$ cat src/rtl/core_alu_sched_if.sv
// ---------------------------------------------------------------------------
// core_alu_sched_if
// Upstream instruction channel into the ALU issue scheduler.
//
// Handshake: the master holds in_valid and the payload (in_dec, in_ra, in_rb,
// in_rb_used). The slave raises in_ready when it can take the payload. One
// instruction transfers on every rising clock edge where in_valid and
// in_ready are both high. in_ready may depend combinationally on slave-side
// inputs such as flush and writeback, but never on in_valid.
//
// Signals:
//   in_valid    master -> slave  decoded ALU instruction offered
//   in_ready    slave  -> master instruction accepted on this edge
//   in_dec      master -> slave  decoded instruction (insn_decode layout)
//   in_ra       master -> slave  source register a index
//   in_rb       master -> slave  source register b index
//   in_rb_used  master -> slave  source b is a register (not an immediate)
// ---------------------------------------------------------------------------
interface core_alu_sched_if #(
    parameter int DEC_W = 16
);
    logic             in_valid;
    logic             in_ready;
    logic [DEC_W-1:0] in_dec;
    logic [3:0]       in_ra;
    logic [3:0]       in_rb;
    logic             in_rb_used;

    modport master (
        output in_valid,
        output in_dec,
        output in_ra,
        output in_rb,
        output in_rb_used,
        input  in_ready
    );

    modport slave (
        input  in_valid,
        input  in_dec,
        input  in_ra,
        input  in_rb,
        input  in_rb_used,
        output in_ready
    );
endinterface

$ cat src/rtl/core_alu_sched.sv
// ---------------------------------------------------------------------------
// core_alu_sched
// Single-entry ALU issue buffer with a register scoreboard.
//
// An accepted instruction waits in a one-deep buffer until none of its
// source registers (ra, rb when used) nor its destination rd has a write
// pending. It then issues to the ALU with a one-cycle alu_start strobe and
// its rd is marked busy until the matching writeback arrives. A writeback
// in the same cycle is visible to the hazard check, so a waiting instruction
// issues in the writeback cycle itself.
//
// Ports:
//   clk         clock, rising edge
//   rst_n       asynchronous active-low reset
//   up          instruction channel (core_alu_sched_if.slave)
//   flush       drop any buffered, not yet issued instruction
//   wb_valid    a writeback to wb_rd completes this cycle
//   wb_rd       register index being written back
//   alu_start   ALU issue strobe
//   alu_dec     buffered instruction presented to the ALU
//   busy_mask   scoreboard, bit r set = write to r pending
//   stall_cnt   saturating count of hazard-stall cycles
//   dbg_state   buffer state (0 = EMPTY, 1 = FULL)
//
// Instruction encoding (16 bits): op[15:12], data.rd[11:8], data.imm[7:0].
// The interface DEC_W parameter must equal $bits(insn_decode).
// ---------------------------------------------------------------------------
module core_alu_sched #(
    parameter int W    = 16,   // register data width, not used by this datapath
    parameter int NREG = 16    // tracked registers; indices are 4 bits
) (
    input  logic               clk,
    input  logic               rst_n,
    core_alu_sched_if.slave    up,
    input  logic               flush,
    input  logic               wb_valid,
    input  logic [3:0]         wb_rd,
    output logic               alu_start,
    output logic [15:0]        alu_dec,
    output logic [NREG-1:0]    busy_mask,
    output logic [15:0]        stall_cnt,
    output logic               dbg_state
);

    typedef struct packed {
        logic [3:0] rd;
        logic [7:0] imm;
    } insn_data;

    typedef struct packed {
        logic [3:0] op;
        insn_data   data;
    } insn_decode;

    typedef enum logic {
        EMPTY = 1'b0,
        FULL  = 1'b1
    } buf_state_t;

    // Register indices are 4 bits, so more than 16 registers cannot be named.
    if (W < 1 || NREG > 16 || NREG < 1) begin : g_bad_params
        $error("core_alu_sched: W must be >= 1 and NREG must be 1..16");
    end

    buf_state_t state;
    insn_decode buf_dec;
    logic [3:0] buf_ra;
    logic [3:0] buf_rb;
    logic       buf_rb_used;

    logic [NREG-1:0] wb_clr;
    logic [NREG-1:0] issue_set;
    logic [NREG-1:0] eff_busy;
    logic            full;
    logic            hazard;
    logic            accept;

    assign full = (state == FULL);

    // Writeback this cycle already counts as free for the hazard check.
    always_comb begin
        wb_clr    = '0;
        issue_set = '0;
        if (wb_valid) begin
            wb_clr = NREG'(1) << wb_rd;
        end
        if (alu_start) begin
            issue_set = NREG'(1) << buf_dec.data.rd;
        end
    end

    assign eff_busy = busy_mask & ~wb_clr;

    assign hazard = full && (eff_busy[buf_ra]
                             || (buf_rb_used && eff_busy[buf_rb])
                             || eff_busy[buf_dec.data.rd]);

    assign alu_start   = full && !hazard && !flush;
    assign alu_dec     = buf_dec;
    assign up.in_ready = !flush && (!full || alu_start);
    assign accept      = up.in_valid && up.in_ready;
    assign dbg_state   = state;

    // Buffer FSM. Accept wins over issue so a back-to-back stream reloads
    // the buffer in the same edge it issues, giving one instruction/cycle.
    always_ff @(posedge clk or negedge rst_n) begin
        if (!rst_n) begin
            state       <= EMPTY;
            buf_dec     <= '0;
            buf_ra      <= '0;
            buf_rb      <= '0;
            buf_rb_used <= 1'b0;
        end else begin
            if (flush) begin
                state <= EMPTY;
            end else if (accept) begin
                state       <= FULL;
                buf_dec     <= up.in_dec;
                buf_ra      <= up.in_ra;
                buf_rb      <= up.in_rb;
                buf_rb_used <= up.in_rb_used;
            end else if (alu_start) begin
                state <= EMPTY;
            end
        end
    end

    // Scoreboard. Set is applied after clear so an issue to a register
    // that is being written back this cycle leaves the bit pending.
    // A writeback to an idle register clears an already-clear bit.
    always_ff @(posedge clk or negedge rst_n) begin
        if (!rst_n) begin
            busy_mask <= '0;
        end else begin
            busy_mask <= (busy_mask & ~wb_clr) | issue_set;
        end
    end

    always_ff @(posedge clk or negedge rst_n) begin
        if (!rst_n) begin
            stall_cnt <= '0;
        end else if (hazard && !flush && (stall_cnt != 16'hFFFF)) begin
            stall_cnt <= stall_cnt + 16'd1;
        end
    end

endmodule

$ cat src/flat_wrapper.sv
// flat-port wrapper written by rule: the top's interface ports become plain ports
module core_alu_sched_flat 
#(
    parameter int W    = 16,                                                    
    parameter int NREG = 16                                            
)
  (clk, rst_n, flush, wb_valid, wb_rd, alu_start, alu_dec, busy_mask, stall_cnt, dbg_state, up_in_valid, up_in_dec, up_in_ra, up_in_rb, up_in_rb_used, up_in_ready);
  core_alu_sched_if up_i ();
  input  logic clk;
  input  logic rst_n;
  input  logic flush;
  input  logic wb_valid;
  input  logic [3:0] wb_rd;
  output logic alu_start;
  output logic [15:0] alu_dec;
  output logic [NREG-1:0] busy_mask;
  output logic [15:0] stall_cnt;
  output logic dbg_state;
  input wire logic [$bits(up_i.in_valid)-1:0] up_in_valid;
  input wire logic [$bits(up_i.in_dec)-1:0] up_in_dec;
  input wire logic [$bits(up_i.in_ra)-1:0] up_in_ra;
  input wire logic [$bits(up_i.in_rb)-1:0] up_in_rb;
  input wire logic [$bits(up_i.in_rb_used)-1:0] up_in_rb_used;
  output wire logic [$bits(up_i.in_ready)-1:0] up_in_ready;
  assign up_i.in_valid = up_in_valid;
  assign up_i.in_dec = up_in_dec;
  assign up_i.in_ra = up_in_ra;
  assign up_i.in_rb = up_in_rb;
  assign up_i.in_rb_used = up_in_rb_used;
  assign up_in_ready = up_i.in_ready;
  core_alu_sched #(.W(W), .NREG(NREG)) u_core (.clk(clk), .rst_n(rst_n), .up(up_i), .flush(flush), .wb_valid(wb_valid), .wb_rd(wb_rd), .alu_start(alu_start), .alu_dec(alu_dec), .busy_mask(busy_mask), .stall_cnt(stall_cnt), .dbg_state(dbg_state));
endmodule
$ cat config.mk
export PLATFORM = sky130hd
export DESIGN_NAME = core_alu_sched_flat
export DESIGN_NICKNAME = d
export VERILOG_FILES = /design/src/rtl/core_alu_sched_if.sv /design/src/rtl/core_alu_sched.sv /design/src/flat_wrapper.sv
export SDC_FILE = /design/constraint.sdc
export NUM_CORES = 1
export LEC_CHECK = 0
export ABC_CLOCK_PERIOD_IN_PS = 3600
export CELL_PAD_IN_SITES_DETAIL_PLACEMENT = 0
export CELL_PAD_IN_SITES_GLOBAL_PLACEMENT = 1
export CORE_ASPECT_RATIO = 0.7
export CORE_MARGIN = 3
export CORE_UTILIZATION = 34
export DETAILED_ROUTE_END_ITERATION = 12
export GPL_TIMING_DRIVEN = 0
export PLACE_DENSITY_LB_ADDON = 0.1
export SYNTH_ARGS = -nofsm -noshare
export SYNTH_HDL_FRONTEND = slang
export SYNTH_SLANG_ARGS = --single-unit
export TNS_END_PERCENT = 10
$ cat constraint.sdc
create_clock -name clk -period 3.6 [get_ports clk]
set_clock_uncertainty 0.1 [all_clocks]
set_input_delay 0.72 -clock clk [delete_from_list [all_inputs] [get_ports clk]]
set_output_delay 0.72 -clock clk [all_outputs]
set_load 0.05 [all_outputs]
==> reports/qor.csv, run 1 <==
stage;metric;value;unit
place;gp weighted congestion;0.932;
final_layout;Fill cells;804;
clock_tree;clock-pin transition on the worst setup and hold timing paths;0.05;ns
grt;antenna violations before repair;0;
worst_setup_path;crit path max fanout;4;
clock_tree;Max H-tree Level;3;
worst_setup_path;worst setup path class;in -> out;
final_layout;P&R area growth vs syn;47.5;%
timing;FMAX;0.268;GHz
worst_setup_path;Worst Reg-to-Reg Cells;11;
place;detailed placement HPWL;6.89;mm
routing;router iterations before antenna repair;4;
clock_tree;Clock Path Buffers;2;
power;total power;4440;uW
synth;post-synthesis sequential area ratio;45.7;%
synth;syn_nets;328;
routing;Iteration-0 DRC Markers;176;
worst_setup_path;WP data arrival;2.91;ns
clock_tree;CTS tree;done;
grt;first-pass GRT wire length;15.3;mm
timing;Tcrit/Tclk final;104;%
routing;vias after detailed routing;2877;
die;starting density of the core;36.3;%
die;row cnt;28;
die;die span in x;122;um
worst_hold_path;Hold WC Path Type;in -> async;
die;die height;86.9;um
synth;Mapped Cells;293;
routing;DRC;0;
timing;unrepaired setup endpoints after global routing;true;
worst_setup_path;worst-path cell chain;buf_6 > or3b_4 > buf_6 > o211ai_1 > a211oi_2 > o41ai_2 > o22ai_2 > or2_4 > nand2b_4 > clkinvlp_4 > buf_8;
status;failing checks;negative setup slack;
final_layout;most common cell after layout, fill and taps aside;clkdlybuf4s50_1;
final_layout;Layout Nets;436;
clock_tree;worst skew pair latency;0.33;ns
synth;synthesized area;3180;um^2
grt;GRT overflow;0;
timing;fin crit period;3.73;ns
power;Leakage;0.00196;uW
worst_setup_path;critical path's slowest cell;or3b_4;
synth;syn_area_per_cell;10.8;um^2
grt;vias in the first global route;2688;
clock_tree;cts bufs inserted;9;
synth;Synth Flop Type;dfrtp_1;
die;core footprint;8760;um^2
final_layout;antenna cell count;0;
worst_setup_path;r2r startpoint;u_core.alu_dec[9];
synth;post-synth top area cell;dfrtp_1;
place;placed cell count;498;
power;VDD IR max;0.511;mV
synth;Area contributors post-synth;dfrtp_1, mux2_4, o211ai_1, xor2_1, o21ai_0;
timing;Fin. Hold Viols;0;
final_layout;Non-Filler Instances;524;
timing;Max-slew headroom;43.4;%
die;IO Pins;85;
synth;number of enable flip-flop cells after synthesis;0;
synth;unique cell type count in the Yosys netlist;52;
grt;Total Routing Usage GR;19.1;%
clock_tree;clk sinks;58;
place;quantity of I/O buffers inserted on ports;84;
worst_setup_path;data required time of the worst path;2.78;ns
power;pwr dens;948;nW/um^2
routing;Vias/cell;5.49;
timing;Setup WS post-layout;-0.134;ns
worst_setup_path;crit start category;primary input;
routing;DR WL/cell;18.7;um
worst_setup_path;endpoint of the worst-slack reg-to-reg timing path;u_core.stall_cnt[10];
routing;Final ANT Viol Nets;0;
timing;setup violators final;2;
worst_setup_path;Most common cell on crit path;buf_6;
die;die area;10600;um^2
synth;Yosys top cell area share;45.7;%
worst_setup_path;FF-to-FF setup slack;0.48;ns
final_layout;most frequent cells in the layout;clkdlybuf4s50_1, dfrtp_1, mux2_4, o211ai_1, buf_4;
synth;Async SR Flop Fraction;100;%
final_layout;layout cell share with drive strength beyond 1;22.5;%
status;outcome;finished with violations;
worst_setup_path;max incr delay on CP;0.42;ns
worst_setup_path;Worst setup EP type;primary output;
timing;max-slew violations;0;
run;Max Cap Violations;0;
worst_setup_path;CP Launch Point;wb_rd[2];
routing;Routed WL;9.82;mm
grt;largest net degree at the start of global routing;36;
synth;Synth warnings;0;
synth;Synth Register Bits;58;
clock_tree;root buf cell;clkbuf_16;
timing;Least-Margin Pin Slew;0.848;ns
## metal layers
metal | vias to the layer above | GRT usage, % | wire length [um]
met5 | - | 0 | 0
met4 | 0 | 5.29 | 118
met3 | 13 | 7.73 | 1070
met2 | 144 | 23.7 | 3820
met1 | 1387 | 29.7 | 4820
li1 | 1333 | - | -
## synthesized netlist by cell type (2+ instances only)
cell	n
o22ai_1	2
o21a_1	3
buf_2	5
clkbuf_1	12
nor2b_1	7
mux2_4	20
dfrtp_1	58
nor2_1	8
o31ai_1	9
and3_1	2
a21oi_1	2
nand2_1	14
o21ai_0	16
o21ai_1	3
or2_1	3
nand4_1	8
a31oi_1	2
inv_1	9
o2111a_1	3
nand2b_1	10
nor3_1	8
a211oi_1	2
mux2_2	7
a221oi_1	3
nand4b_1	2
o211ai_1	16
nor4_1	6
buf_1	2
o2111ai_1	4
buf_6	2
xor2_1	11
or4_1	2
o41ai_1	6
xnor2_1	3
o311ai_0	2
nand3b_1	2
nand3_1	4
## power by group
part,internal (uW),leakage [uW],switching (uW),total [uW]
sequential,886,0.000725,245,1130
combinational,998,0.00109,1460,2460
clock,562,0.000147,287,850
total,2450,0.00196,1990,4440
## worst max path at each step
stage / end / slack [ns]
6_report: alu_start / -0.13
5_1_grt: alu_start / -0.21
4_1_cts: alu_start / -0.37
3_5_place_dp: alu_start / -1.79
3_3_place_gp: alu_start / -1.78
2_1_floorplan: alu_start / -0.12
## logic make-up after synthesis
group,Yosys count,share of synthesized area (%)
buf+inv,30,4.21
xor+xnor,14,3.86
flops,58,45.7
compound gates,79,18.4
mux,29,13.0
fa+ha+maj,1,0.394
simple gates,82,14.5
## worst max-delay path, delay by kind of cell
kind            cells  cell delay [ns]
compound gates      4             0.86
buf+inv             4             0.47
simple gates        3             0.87
## registers in the layout, indices dropped and copies added (netlist names)
name and cells:
u_core.buf_ra 4, u_core.alu_dec 16, u_core.stall_cnt 16, u_core.buf_rb 4, u_core.dbg_state 1, u_core.busy_mask 16
u_core.buf_rb_used 1
## metrics by stage
stage / hold WS (ns) / TNS (ns) / worst slack, ns / cell area, um^2 / utilization [%]
after floorplan: 0.324 / -0.148 / -0.119 / 3210 / -
after global placement: 0.377 / -55.35 / -1.78 / 4200 / 48.0
after detailed placement: 0.388 / -40.04 / -1.79 / 4220 / 48.1
after CTS: 0.401 / -0.638 / -0.367 / 4580 / 52.3
after global routing: 0.427 / -0.347 / -0.214 / 4680 / 53.5
final: 0.398 / -0.181 / -0.134 / 4680 / 53.5
## cell type report
type,count,area [um^2],area share [%]
Tap cell,120,150,3.21
Timing Repair Buffer,101,978,20.9
Clock inverter,3,40.0,0.855
Multi-Input combinational cell,205,1680,35.9
Sequential cell,58,1450,31.0
Inverter,9,37.5,0.801
Buffer,17,91.3,1.95
Clock buffer,11,253,5.40
## repair_timing
item                                    CTS  global route
cloned                                    0             1
hold buffers                              0             0
endpoints found under the setup margin   59            11
gates resized for setup                  46            23
setup buffers                             9             6
pin swaps                                 9            12
Power figures use the tool's default switching activity.
==> run 2: changes to the inputs <==
ABC_CLOCK_PERIOD_IN_PS = 3100   (was 3600)
CTS_CLUSTER_DIAMETER = 30   (was default)
clock period = 3.1 ns   (was 3.6 ns; I/O delays follow)
==> run 2 against run 1 <==
The run still ends with negative setup slack left. Largest cell class unchanged. Global-route usage rose by 0.24 points. Cell area rose by 3.8%. Sequential power rose by 19%. Flip-flop and latch count did not move. Sequential share of layout area fell by 1.1 points. Combinational power rose by 22%. Utilization rose by 2.0 points. First-iteration DRC count rose by 45%. Power rose by 20%. Count of clock-buffer cells in the layout did not move. Cell count rose by 0.57%.
==> reports/qor.csv, run 2 (same netlist as run 1, synthesis figures left out) <==
stage;metric;value;unit;change
clock_tree;Max H-tree Level;3;;unchanged
worst_setup_path;Worst setup EP type;primary output;;
timing;Hold WS;0.296;ns;-0.102 ns
timing;setup violators final;25;;+23
timing;Tcrit/Tclk final;114;%;
worst_setup_path;FF-to-FF setup slack;0.04;ns;-0.44 ns
grt;largest net degree at the start of global routing;36;;unchanged
place;gp weighted congestion;0.932;;unchanged
die;IO Pins;85;;unchanged
die;die span in x;122;um;unchanged
status;outcome;finished with violations;;
clock_tree;clock-pin transition on the worst setup and hold timing paths;0.05;ns;about the same
timing;fin crit period;3.54;ns;
worst_setup_path;crit path max fanout;4;;unchanged
power;pwr dens;1100;nW/um^2;+16%
routing;DRC;0;;unchanged
worst_setup_path;endpoint of the worst-slack reg-to-reg timing path;u_core.alu_dec[14];;
clock_tree;root buf cell;clkbuf_16;;
clock_tree;CTS Hold Bufs;0;;unchanged
timing;unrepaired setup endpoints after global routing;true;;
routing;router iterations before antenna repair;4;;unchanged
worst_hold_path;Hold WC Path Type;in -> async;;
clock_tree;Clock Path Buffers;2;;unchanged
routing;Routed WL;9.91;mm;+0.87%
final_layout;P&R area growth vs syn;53.0;%;
grt;first-pass GRT wire length;15.5;mm;+1.3%
worst_setup_path;r2r startpoint;u_core.alu_dec[9];;
die;starting density of the core;36.3;%;unchanged
worst_setup_path;data required time of the worst path;2.38;ns;-0.40 ns
timing;FMAX;0.283;GHz;
final_layout;final instance area;4860;um^2;+3.8%
final_layout;Fill cells;784;;-2.5%
die;row cnt;28;;unchanged
power;VDD IR max;0.605;mV;+18%
grt;Total Routing Usage GR;19.3;%;+0.24 points
grt;GRT overflow;0;;unchanged
routing;Vias/cell;5.51;;+0.29%
run;Max Cap Violations;0;;unchanged
grt;antenna violations before repair;0;;unchanged
timing;Least-Margin Pin Slew;0.922;ns;+0.0739 ns
place;area post-placement;4220;um^2;unchanged
worst_setup_path;WP data arrival;2.82;ns;-0.09 ns
worst_setup_path;crit start category;primary input;;
clock_tree;CTS tree;done;;
final_layout;Layout Nets;439;;+0.69%
place;quantity of I/O buffers inserted on ports;84;;unchanged
timing;Setup WS post-layout;-0.436;ns;-0.302 ns
final_layout;antenna cell count;0;;unchanged
grt;vias in the first global route;2743;;+2.0%
die;core footprint;8760;um^2;unchanged
worst_setup_path;worst setup path class;in -> out;;
die;die area;10600;um^2;unchanged
final_layout;most common cell after layout, fill and taps aside;clkdlybuf4s50_1;;
routing;vias after detailed routing;2902;;+0.87%
final_layout;layout cell share with drive strength beyond 1;26.5;%;+4.0 points
clock_tree;worst skew pair latency;0.33;ns;about the same
final_layout;footprint of the multi-input gates;1780;um^2;+5.7%
power;Leakage;0.00204;uW;+4.0%
timing;Fin. Hold Viols;0;;unchanged
final_layout;most frequent cells in the layout;clkdlybuf4s50_1, dfrtp_1, mux2_4, buf_4, o211ai_1;;
routing;DR WL/cell;18.8;um;+0.29%
routing;Final ANT Viol Nets;0;;unchanged
clock_tree;cts bufs inserted;9;;unchanged
worst_setup_path;Worst Reg-to-Reg Cells;11;;unchanged
final_layout;Reg area;1450;um^2;unchanged
status;failing checks;negative setup slack;;
timing;Max-slew headroom;37.9;%;-5.5 points
clock_tree;clk sinks;58;;unchanged
die;die height;86.9;um;unchanged
place;detailed placement HPWL;6.89;mm;unchanged
timing;max-slew violations;0;;unchanged
routing;Iteration-0 DRC Markers;255;;+45%
run 2: cell count changes in the layout (fill, tap and decap cells not counted), sizes merged:
cell,delta
dlygate4sd2,+1
buf,+7
clkdlybuf4s15,-1
clkbuf,-4
run 2: how the worst max path moves through the flow:
stage,startpoint,to,slack [ns],depth (start not counted)
4_1_cts,wb_rd[3],alu_start,-0.74,12
6_report,wb_rd[2],alu_start,-0.44,11
2_1_floorplan,wb_rd[2],alu_start,-0.42,11
3_3_place_gp,wb_rd[1],alu_start,-2.08,12
5_1_grt,wb_rd[2],alu_start,-0.51,11
3_5_place_dp,wb_rd[1],alu_start,-2.09,12
run 2: stage by stage:
| stage | std cells | setup TNS (ns) | utilization [%] | power (uW) | worst slack [ns] |
|---|---|---|---|---|---|
| floorplan | 293 | -3.04 | - | 3100 | -0.419 |
| global placement | 497 | -102.35 | 48.0 | 3980 | -2.08 |
| detailed placement | 498 | -63.84 | 48.1 | 3970 | -2.09 |
| CTS | 523 | -11.66 | 53.8 | 5230 | -0.742 |
| global route | 527 | -4.07 | 55.5 | 5600 | -0.514 |
| finish | 527 | -2.37 | 55.5 | 5330 | -0.436 |
run 2: final cells by class:
class	instances	area share [%]
repair buffers	105	21.3
clock inverters	3	0.824
plain buffers	16	2.42
clock buffers	11	5.20
flip-flops and latches	58	29.9
multi-input cells	205	36.6
inverters	9	0.772
well taps	120	3.09
run 2: layer usage:
metal	vias up	track usage [%]	routed length, um
met4	0	6.21	135
met2	140	24.6	3940
li1	1341	-	-
met1	1407	30.0	4720
met3	14	6.56	1110
met5	-	0	0
run 2: power by group:
| group | switching, uW | internal (uW) | total, uW |
|---|---|---|---|
| sequential | 308 | 1030 | 1340 |
| combinational | 1760 | 1250 | 3010 |
| clock | 333 | 653 | 986 |
| total | 2400 | 2940 | 5330 |
run 2: repair_timing:
| action | CTS | global route |
|---|---|---|
| setup endpoints to repair | 60 | 59 |
| gates cloned | 1 | 0 |
| resized for setup | 58 | 41 |
| buffers inserted | 12 | 7 |
| pin swaps | 14 | 14 |
run 2: worst max-delay path, stage by stage:
cell,delay [ns]
buf_6,0.10
or3b_4,0.42
buf_6,0.14
o211ai_1,0.21
a211oi_2,0.11
o41ai_2,0.40
o22ai_2,0.13
or2_4,0.28
nand2b_4,0.17
clkinvlp_4,0.10
buf_8,0.14
==> run 3: changes to the inputs <==
ABC_CLOCK_PERIOD_IN_PS = default   (was 3100)
==> results of run 3 <==
Final layout, timing and power as in run 2 (identical DEF).
